==> config.mk <==
export PLATFORM = sky130hd
export DESIGN_NAME = multi_cycle_seq_flat
export DESIGN_NICKNAME = d
export VERILOG_FILES = /design/src/rtl/multi_cycle_seq_if.sv /design/src/rtl/multi_cycle_seq.sv /design/src/flat_wrapper.sv
export SDC_FILE = /design/constraint.sdc
export NUM_CORES = 1
export LEC_CHECK = 0
export CAP_MARGIN = 15
export CORE_AREA = 2 2 66 68
export CTS_CLUSTER_DIAMETER = 30
export CTS_CLUSTER_SIZE = 40
export DETAILED_ROUTE_END_ITERATION = 8
export DIE_AREA = 0 0 68 70
export MAX_ROUTING_LAYER = met4
export PLACE_DENSITY = 0.85
export SLEW_MARGIN = 20
export SYNTH_ARGS = -nofsm -noshare
export SYNTH_HDL_FRONTEND = slang
export SYNTH_SLANG_ARGS = --single-unit
export TNS_END_PERCENT = 20
==> constraint.sdc <==
create_clock -name clk -period 2.5 [get_ports clk]
set_input_delay 0.5 -clock clk [delete_from_list [all_inputs] [get_ports clk]]
set_output_delay 0.5 -clock clk [all_outputs]
set_load 0.01 [all_outputs]
==> src/rtl/multi_cycle_seq_if.sv <==
// Memory handshake between the multi-cycle sequencer and the shared single-port memory.
interface multi_cycle_seq_if;
    logic mem_req;
    logic mem_we;
    logic mem_is_ifetch;
    logic mem_ack;

    modport master (
        output mem_req,
        output mem_we,
        output mem_is_ifetch,
        input  mem_ack
    );

    modport slave (
        input  mem_req,
        input  mem_we,
        input  mem_is_ifetch,
        output mem_ack
    );
endinterface

==> src/rtl/multi_cycle_seq.sv <==
// RV32 multi-cycle sequencer: steps FETCH/DECODE/EXEC/MEM/WB, gates datapath
// write enables in time and owns the memory handshake.
module multi_cycle_seq #(
    parameter int unsigned CNT_W = 32
) (
    input  logic                 clk,
    input  logic                 rst,
    input  logic [6:0]           opcode,
    multi_cycle_seq_if.master    mem,
    output logic                 ir_we,
    output logic                 ex_we,
    output logic                 mdr_we,
    output logic                 rf_wr,
    output logic                 pc_we,
    output logic [2:0]           state,
    output logic                 halted,
    output logic [CNT_W-1:0]     instr_cnt
);

    typedef enum logic [2:0] {
        S_FETCH  = 3'd0,
        S_DECODE = 3'd1,
        S_EXEC   = 3'd2,
        S_MEM    = 3'd3,
        S_WB     = 3'd4,
        S_HALT   = 3'd5
    } state_t;

    localparam logic [6:0] OP_R    = 7'b0110011;
    localparam logic [6:0] OP_I    = 7'b0010011;
    localparam logic [6:0] OP_LOAD = 7'b0000011;
    localparam logic [6:0] OP_S    = 7'b0100011;
    localparam logic [6:0] OP_B    = 7'b1100011;
    localparam logic [6:0] OP_LUI  = 7'b0110111;
    localparam logic [6:0] OP_JAL  = 7'b1101111;
    localparam logic [6:0] OP_JALR = 7'b1100111;

    state_t state_q;
    state_t state_d;
    logic   legal_op;
    logic   req;
    logic   we;
    logic   ifetch;

    always_comb begin
        legal_op = 1'b0;
        case (opcode)
            OP_R, OP_I, OP_LOAD, OP_S, OP_B, OP_LUI, OP_JAL, OP_JALR: legal_op = 1'b1;
            default: legal_op = 1'b0;
        endcase
    end

    always_ff @(posedge clk or posedge rst) begin
        if (rst) state_q <= S_FETCH;
        else     state_q <= state_d;
    end

    always_comb begin
        state_d = state_q;
        req     = 1'b0;
        we      = 1'b0;
        ifetch  = 1'b0;
        ir_we   = 1'b0;
        ex_we   = 1'b0;
        mdr_we  = 1'b0;
        rf_wr   = 1'b0;
        pc_we   = 1'b0;
        halted  = 1'b0;
        case (state_q)
            S_FETCH: begin
                req    = 1'b1;
                ifetch = 1'b1;
                if (mem.mem_ack) begin
                    ir_we   = 1'b1;
                    state_d = S_DECODE;
                end
            end
            S_DECODE: state_d = legal_op ? S_EXEC : S_HALT;
            S_EXEC: begin
                ex_we = 1'b1;
                if (opcode == OP_LOAD || opcode == OP_S) begin
                    state_d = S_MEM;
                end else if (opcode == OP_B) begin
                    pc_we   = 1'b1;
                    state_d = S_FETCH;
                end else begin
                    state_d = S_WB;
                end
            end
            S_MEM: begin
                req = 1'b1;
                we  = (opcode == OP_S);
                if (mem.mem_ack) begin
                    if (opcode == OP_S) begin
                        pc_we   = 1'b1;
                        state_d = S_FETCH;
                    end else begin
                        mdr_we  = 1'b1;
                        state_d = S_WB;
                    end
                end
            end
            S_WB: begin
                rf_wr   = 1'b1;
                pc_we   = 1'b1;
                state_d = S_FETCH;
            end
            S_HALT: halted = 1'b1;
            // Unused encodings fall back to a fresh fetch.
            default: state_d = S_FETCH;
        endcase
    end

    assign mem.mem_req       = req;
    assign mem.mem_we        = we;
    assign mem.mem_is_ifetch = ifetch;
    assign state             = state_q;

    always_ff @(posedge clk or posedge rst) begin
        if (rst)        instr_cnt <= '0;
        else if (pc_we) instr_cnt <= instr_cnt + CNT_W'(1);
    end

endmodule

==> src/flat_wrapper.sv <==
// flat-port wrapper written by rule: the top's interface ports become plain ports
module multi_cycle_seq_flat 
#(
    parameter int unsigned CNT_W = 32
)
  (clk, rst, opcode, ir_we, ex_we, mdr_we, rf_wr, pc_we, state, halted, instr_cnt, mem_mem_req, mem_mem_we, mem_mem_is_ifetch, mem_mem_ack);
  multi_cycle_seq_if mem_i ();
  input  logic clk;
  input  logic rst;
  input  logic [6:0] opcode;
  output logic ir_we;
  output logic ex_we;
  output logic mdr_we;
  output logic rf_wr;
  output logic pc_we;
  output logic [2:0] state;
  output logic halted;
  output logic [CNT_W-1:0] instr_cnt;
  output wire logic [$bits(mem_i.mem_req)-1:0] mem_mem_req;
  output wire logic [$bits(mem_i.mem_we)-1:0] mem_mem_we;
  output wire logic [$bits(mem_i.mem_is_ifetch)-1:0] mem_mem_is_ifetch;
  input wire logic [$bits(mem_i.mem_ack)-1:0] mem_mem_ack;
  assign mem_mem_req = mem_i.mem_req;
  assign mem_mem_we = mem_i.mem_we;
  assign mem_mem_is_ifetch = mem_i.mem_is_ifetch;
  assign mem_i.mem_ack = mem_mem_ack;
  multi_cycle_seq #(.CNT_W(CNT_W)) u_core (.clk(clk), .rst(rst), .opcode(opcode), .mem(mem_i), .ir_we(ir_we), .ex_we(ex_we), .mdr_we(mdr_we), .rf_wr(rf_wr), .pc_we(pc_we), .state(state), .halted(halted), .instr_cnt(instr_cnt));
endmodule
# Word-level counts from Yosys, hierarchy flattened
# Index checks and enable logic that the tools add are counted.
# W data, S select, Z words.
[totals]
ff_bits = 35
latch_bits = 0
mem_bits_rw = 0
romBits = 0
input_bits = 10
memories = 0
[op_classes]
add_sub_neg = 1
multipliers = 0
n_div = 0
order_cmp = 0
eq_ne = 15
shift = 0
n_mux = 24
bitwise_logic = 1
n_reduce_logical = 5
[ops]
columns = ["operator", "n"]
rows = [
  ["$add A32 B1 Y32 const B", 1],
  ["$eq A7 B6 Y1 const B", 3],
  ["$eq A7 B7 Y1 const B", 3],
  ["$mux W3", 6],
  ["$mux W1", 16],
  ["$pmux W3 S5", 1],
  ["$reduce_or A8 Y1", 1],
  ["$eq A7 B2 Y1 const B", 1],
  ["$eq A7 B5 Y1 const B", 1],
  ["$eq A3 B2 Y1 const B", 2],
  ["$eq A3 B3 Y1 const B", 2],
  ["$ne A2 B2 Y1 const B", 2],
  ["$eq A3 B1 Y1 const B", 1],
  ["$logic_not A3 Y1", 1],
  ["$pmux W1 S3", 1],
  ["$reduce_and A3 Y1", 1],
  ["$reduce_or A2 Y1", 1],
  ["$logic_or A1 B1 Y1", 1],
  ["$not A1 Y1", 1],
]

# Logic depth before layout (Yosys ltp)
[logic_depth]
word_depth = 5
ltp_mapped = 8
depth_no_buf = 5

# Worst setup path after synthesis
# No wires, ideal clock.
[synth_timing]
path_type = "input to output"
from = "input opcode[6]"
to = "output pc_we"
t_arrival_ps = 1555
t_required_ps = 2000
slack_ps = 445
cell_stages = 5
path_buffers = 2
cell_sequence = "buf_2 > and3b_1 > o2111a_1 > or2_2 > clkbuf_1"
[synth_between]
elab_chain_len = 4
elab_cells_between_ends = 9
[synth_rtl]
columns = ["item", "line_no", "source"]
rows = [
  ["from (decl)", "flat_wrapper.sv:10", "input logic [6:0] opcode;"],
  ["$eq A7 B6 Y1 (tied with other cells)", "multi_cycle_seq.sv:81, multi_cycle_seq.sv:94", ""],
  ["$mux W1 (tied with other cells)", "multi_cycle_seq.sv:94", "if (opcode == OP_S) begin"],
  ["$mux W1, on equally long branches", "multi_cycle_seq.sv:93, multi_cycle_seq.sv:81", ""],
  ["$pmux W1 S3 (*)", "multi_cycle_seq.sv:69", "case (state_q)"],
  ["to (decl)", "flat_wrapper.sv:15", "output logic pc_we;"],
]
# Every way passes the cells marked *; elsewhere a longest branch is shown, timed or not.

# Worst setup path in the final report
[layout_timing]
from = "input opcode[0]"
to = "output mdr_we"
[layout_between]
elab_chain_len = 4
[layout_rtl]
columns = ["item", "line_no", "source"]
rows = [
  ["$eq A7 B6 Y1", "multi_cycle_seq.sv:94", ""],
  ["$mux W1", "multi_cycle_seq.sv:94", ""],
  ["$mux W1", "multi_cycle_seq.sv:93", "if (mem.mem_ack) begin"],
  ["$mux W1", "multi_cycle_seq.sv:69", ""],
  ["to (decl)", "flat_wrapper.sv:13", "output logic mdr_we;"],
]
# No other way between the ends.

==> results.txt <==
The flow ran to the end, and the final reports show no timing, DRC or antenna violations. Summing every instance area after synthesis gives around 1800 um2. The footprint of the multi-input gates came out at 897.1 um2. After detailed placement, the total cell area comes to 2522 um2. The count of pins over their slew limit is 0. The core footprint is between 4000 and 5000 um2.

The most used flip-flop cell after synthesis is dfrtp_1. The share of async-settable or async-resettable flops after synthesis is 100.0%. Buffers added to address setup during post-CTS repair amount to 0.

Setup violations remaining at the end of the flow were counted as 0. The number of buffers added on ports came out at 53. The mean area per synthesized cell came out at around 10 um2. The shortest period the worst path allows is around 2400 ps. Yosys mapped a number of flops with a built-in enable equal to 0. TritonCTS built the clock tree. The residual DRC count is 0. At the worst endpoint, the arrival time is ~1900 ps.

The number of cells in the finished layout apart from fillers came out at between 300 and 400. The antenna cell count is 0. The path class of the lowest-slack min-delay path is reg2reg. The worst-case vdd ir drop is slightly above 0.6 mV. The clock latency on the worst-skew pair is ~290 ps. The type of element capturing the critical path is a primary output. The share of synthesized area occupied by flip-flops and latches came out at 48.14%. The CTS buffer count is 5. Entering global routing, the biggest net connects 36 pins. The ratio of final minimum period to clock period came out at between 90% and 100%. The number of buffers inserted for hold repair after clock tree synthesis came out at 0. Measured against its own limit, the worst slew margin works out to 70.55%. The via count of the first global-routing pass came out at 1535. After clock tree synthesis, the clock-pin slew on the worst setup and hold paths is 70 ps. The initial core utilization came out at a little over two fifths.

The number of failing hold endpoints at the final stage is 0. The pre-antenna-repair detailed-routing pass consisted of 4 iterations. At the pin with the least slew margin, the transition time is approximately 440 ps. Counting flops and latches in the post-synthesis netlist gives 35.

Synthesis handed over a netlist of 177 instances. The total global routing track utilization came out at between 10% and 20%. The initialized floorplan defines 24 standard-cell rows. The half-perimeter wire length after detailed placement came out at between 3000 and 4000 um. The remaining antenna violation count is 0.

On the final layout, the worst clock skew is around 9.4 ps. The number of antenna violations at the first check in global routing is 0. The final layout contains 260 nets.

After detailed routing, the average wire length per cell comes to 13.94 um. The area growth from synthesis to final layout came out at 46.84%. Max-cap violations in this run came to 0. The post-route cell area came out at approximately 2700 um2. The wire length of the first global-routing pass is between 6000 and 7000 um. The end-of-flow core utilization is 64.46%. The total negative setup slack came out at 0 ps. After filler insertion, the fill cell instance count of the layout stands at 342.

In this run, the number of DRC markers left after iteration 0 of detailed routing was 101. The number of nets handed over by synthesis was between 150 and 200. Derived from the worst setup path, the maximum achievable clock frequency is a little over 400 MHz. The tree is rooted in a clkbuf_8. The share of layout cells above drive strength 1 came out at 14.80%. Across all hold checks on the routed design, the worst slack comes to 477.4 ps. In this run the count of I/O pins placed on the die edge is 54. In the routed layout, each cell is associated on average with a via count of 5.175. The number of distinct library cells after synthesis came out at between 40 and 50.

The startpoint-to-endpoint class of the critical path is in2out. The power density over cell area is 760.4 nW/um2. The maximum clock insertion buffer count came out at 2. The number of warnings reported in the yosys synthesis log came out at 0. Setup repair after global routing left no endpoint under its margin.

The number of sinks handled by clock tree synthesis came out at 35. The global route total overflow is 0. The area enclosed by the die boundary came out at between 4000 and 5000 um2. The weighted congestion at the end of routability-driven global placement came out at a little over 0.8. The number of placed cells counting well taps came out at 294. STA classifies the critical path startpoint as an input port.

The final wirelength is approximately 4200 um. The floorplan die width came out at slightly below 70 um. The leakage dissipation is ~1.2 nW. In this run the vertical extent of the chip is roughly 70 um. The via count came out at between 1500 and 2000. The worst path required time is roughly 2000 ps. The maximum net fanout on the critical path came out at 2. Across the whole layout, storage elements account for between 800 and 900 um2.

The deepest level of the CTS H-tree came out at 2.
-- per-stage QoR --
stage               power (W)  worst slack, ps
floorplan            0.001073            444.6
global placement     0.001431           -271.0
detailed placement   0.001442           -266.5
CTS                  0.002049           0.8797
global route         0.002152            3.552
finish               0.002031            67.90
-- layout make-up --
type                    instances  area share [%]
clock buffers                   6           2.717
clock inverters                 2           2.248
inverters                       7          0.9836
multi-input cells             128           33.58
flip-flops and latches         35           32.79
well taps                      52           2.436
repair buffers                 72           25.25
-- per-layer routing --
layer  up-vias  global-route usage (%)  part of all wire, %
met2        44                   30.53                   47
met3        11                   4.831                  5.9
li1        762                       -                    -
met1       746                   25.16                   45
met5         -                       -                    0
met4         0                   7.333                  2.1
-- where the power goes --
part / switching [W] / internal (W)
clock: 0.000205 / 0.000399
combinational: 0.000289 / 0.000390
sequential: 0.000114 / 0.000634
-- state kept, by name (all words and copies together) (netlist names) --
register          flops
u_core.instr_cnt     32
u_core.state          3
-- worst max-delay path: stages --
cell	delay (ps)
clkdlybuf4s50_1	490
nor4bb_4	310
nand2_1	100
o2111a_1	250
dlygate4sd2_1	280
-- layout by cell type, fill, tap and decap left out, drive strengths merged, types with 3 or more instances in the layout --
cell           instances
o21ai                  3
and3                   8
inv                    7
nor2                  12
clkbuf                 6
nor3                   8
clkdlybuf4s50         49
nand3                 12
xor2                   8
and2                   3
nand2                 12
xnor2                 23
nor2b                  5
buf                   19
nand4                  7
dfrtp                 35
-- synth_stat cells, types with 2 or more instances --
library cell	instances	share of area (%)
and2_1	3	1.0
and3_1	7	2.4
buf_2	4	1.1
clkbuf_1	2	0.41
dfrtp_1	35	48
inv_1	7	1.4
nand2_1	12	2.5
nand3_1	12	3.3
nand4_1	6	2.1
nor2_1	12	2.5
nor2b_1	5	1.7
nor3_1	6	1.7
nor3_2	2	1.1
nor4_1	2	0.69
o2111a_1	2	1.2
o211a_1	2	1.1
o21ai_0	3	0.83
or3_1	2	0.69
xnor2_1	23	11
xor2_1	8	3.9
-- kinds of logic after synthesis --
family,count (synthesis),share of synthesized area (%)
AO/OA/AOI/OAI,16,7.703
XOR/XNOR,31,14.92
adder cells (fa/ha/maj),2,1.238
buffers and inverters,14,3.371
flip-flops,35,48.14
multiplexers,1,0.6189
AND/OR/NAND/NOR,78,24.00
-- worst paths after layout --
kind                                             startpoint                          endpoint  slack [ps]  cells after the start
min                        u_core.instr_cnt[31]$_DFFE_PP0P_  u_core.instr_cnt[31]$_DFFE_PP0P_         480                      1
max in group asynchronous                               rst   u_core.instr_cnt[5]$_DFFE_PP0P_        1580                      3
min reg2reg                u_core.instr_cnt[31]$_DFFE_PP0P_  u_core.instr_cnt[31]$_DFFE_PP0P_         480                      1
min in group asynchronous                               rst       u_core.state[0]$_DFFE_PP0P_         610                      3
max                                               opcode[0]                            mdr_we          70                      5
max reg2reg                     u_core.state[0]$_DFFE_PP0P_   u_core.instr_cnt[5]$_DFFE_PP0P_         540                      7
-- repair_timing --
action	CTS	global route
setup endpoints to repair	3	1
gates cloned	0	0
resized for setup	7	1
(Power assumes the default switching activity.)
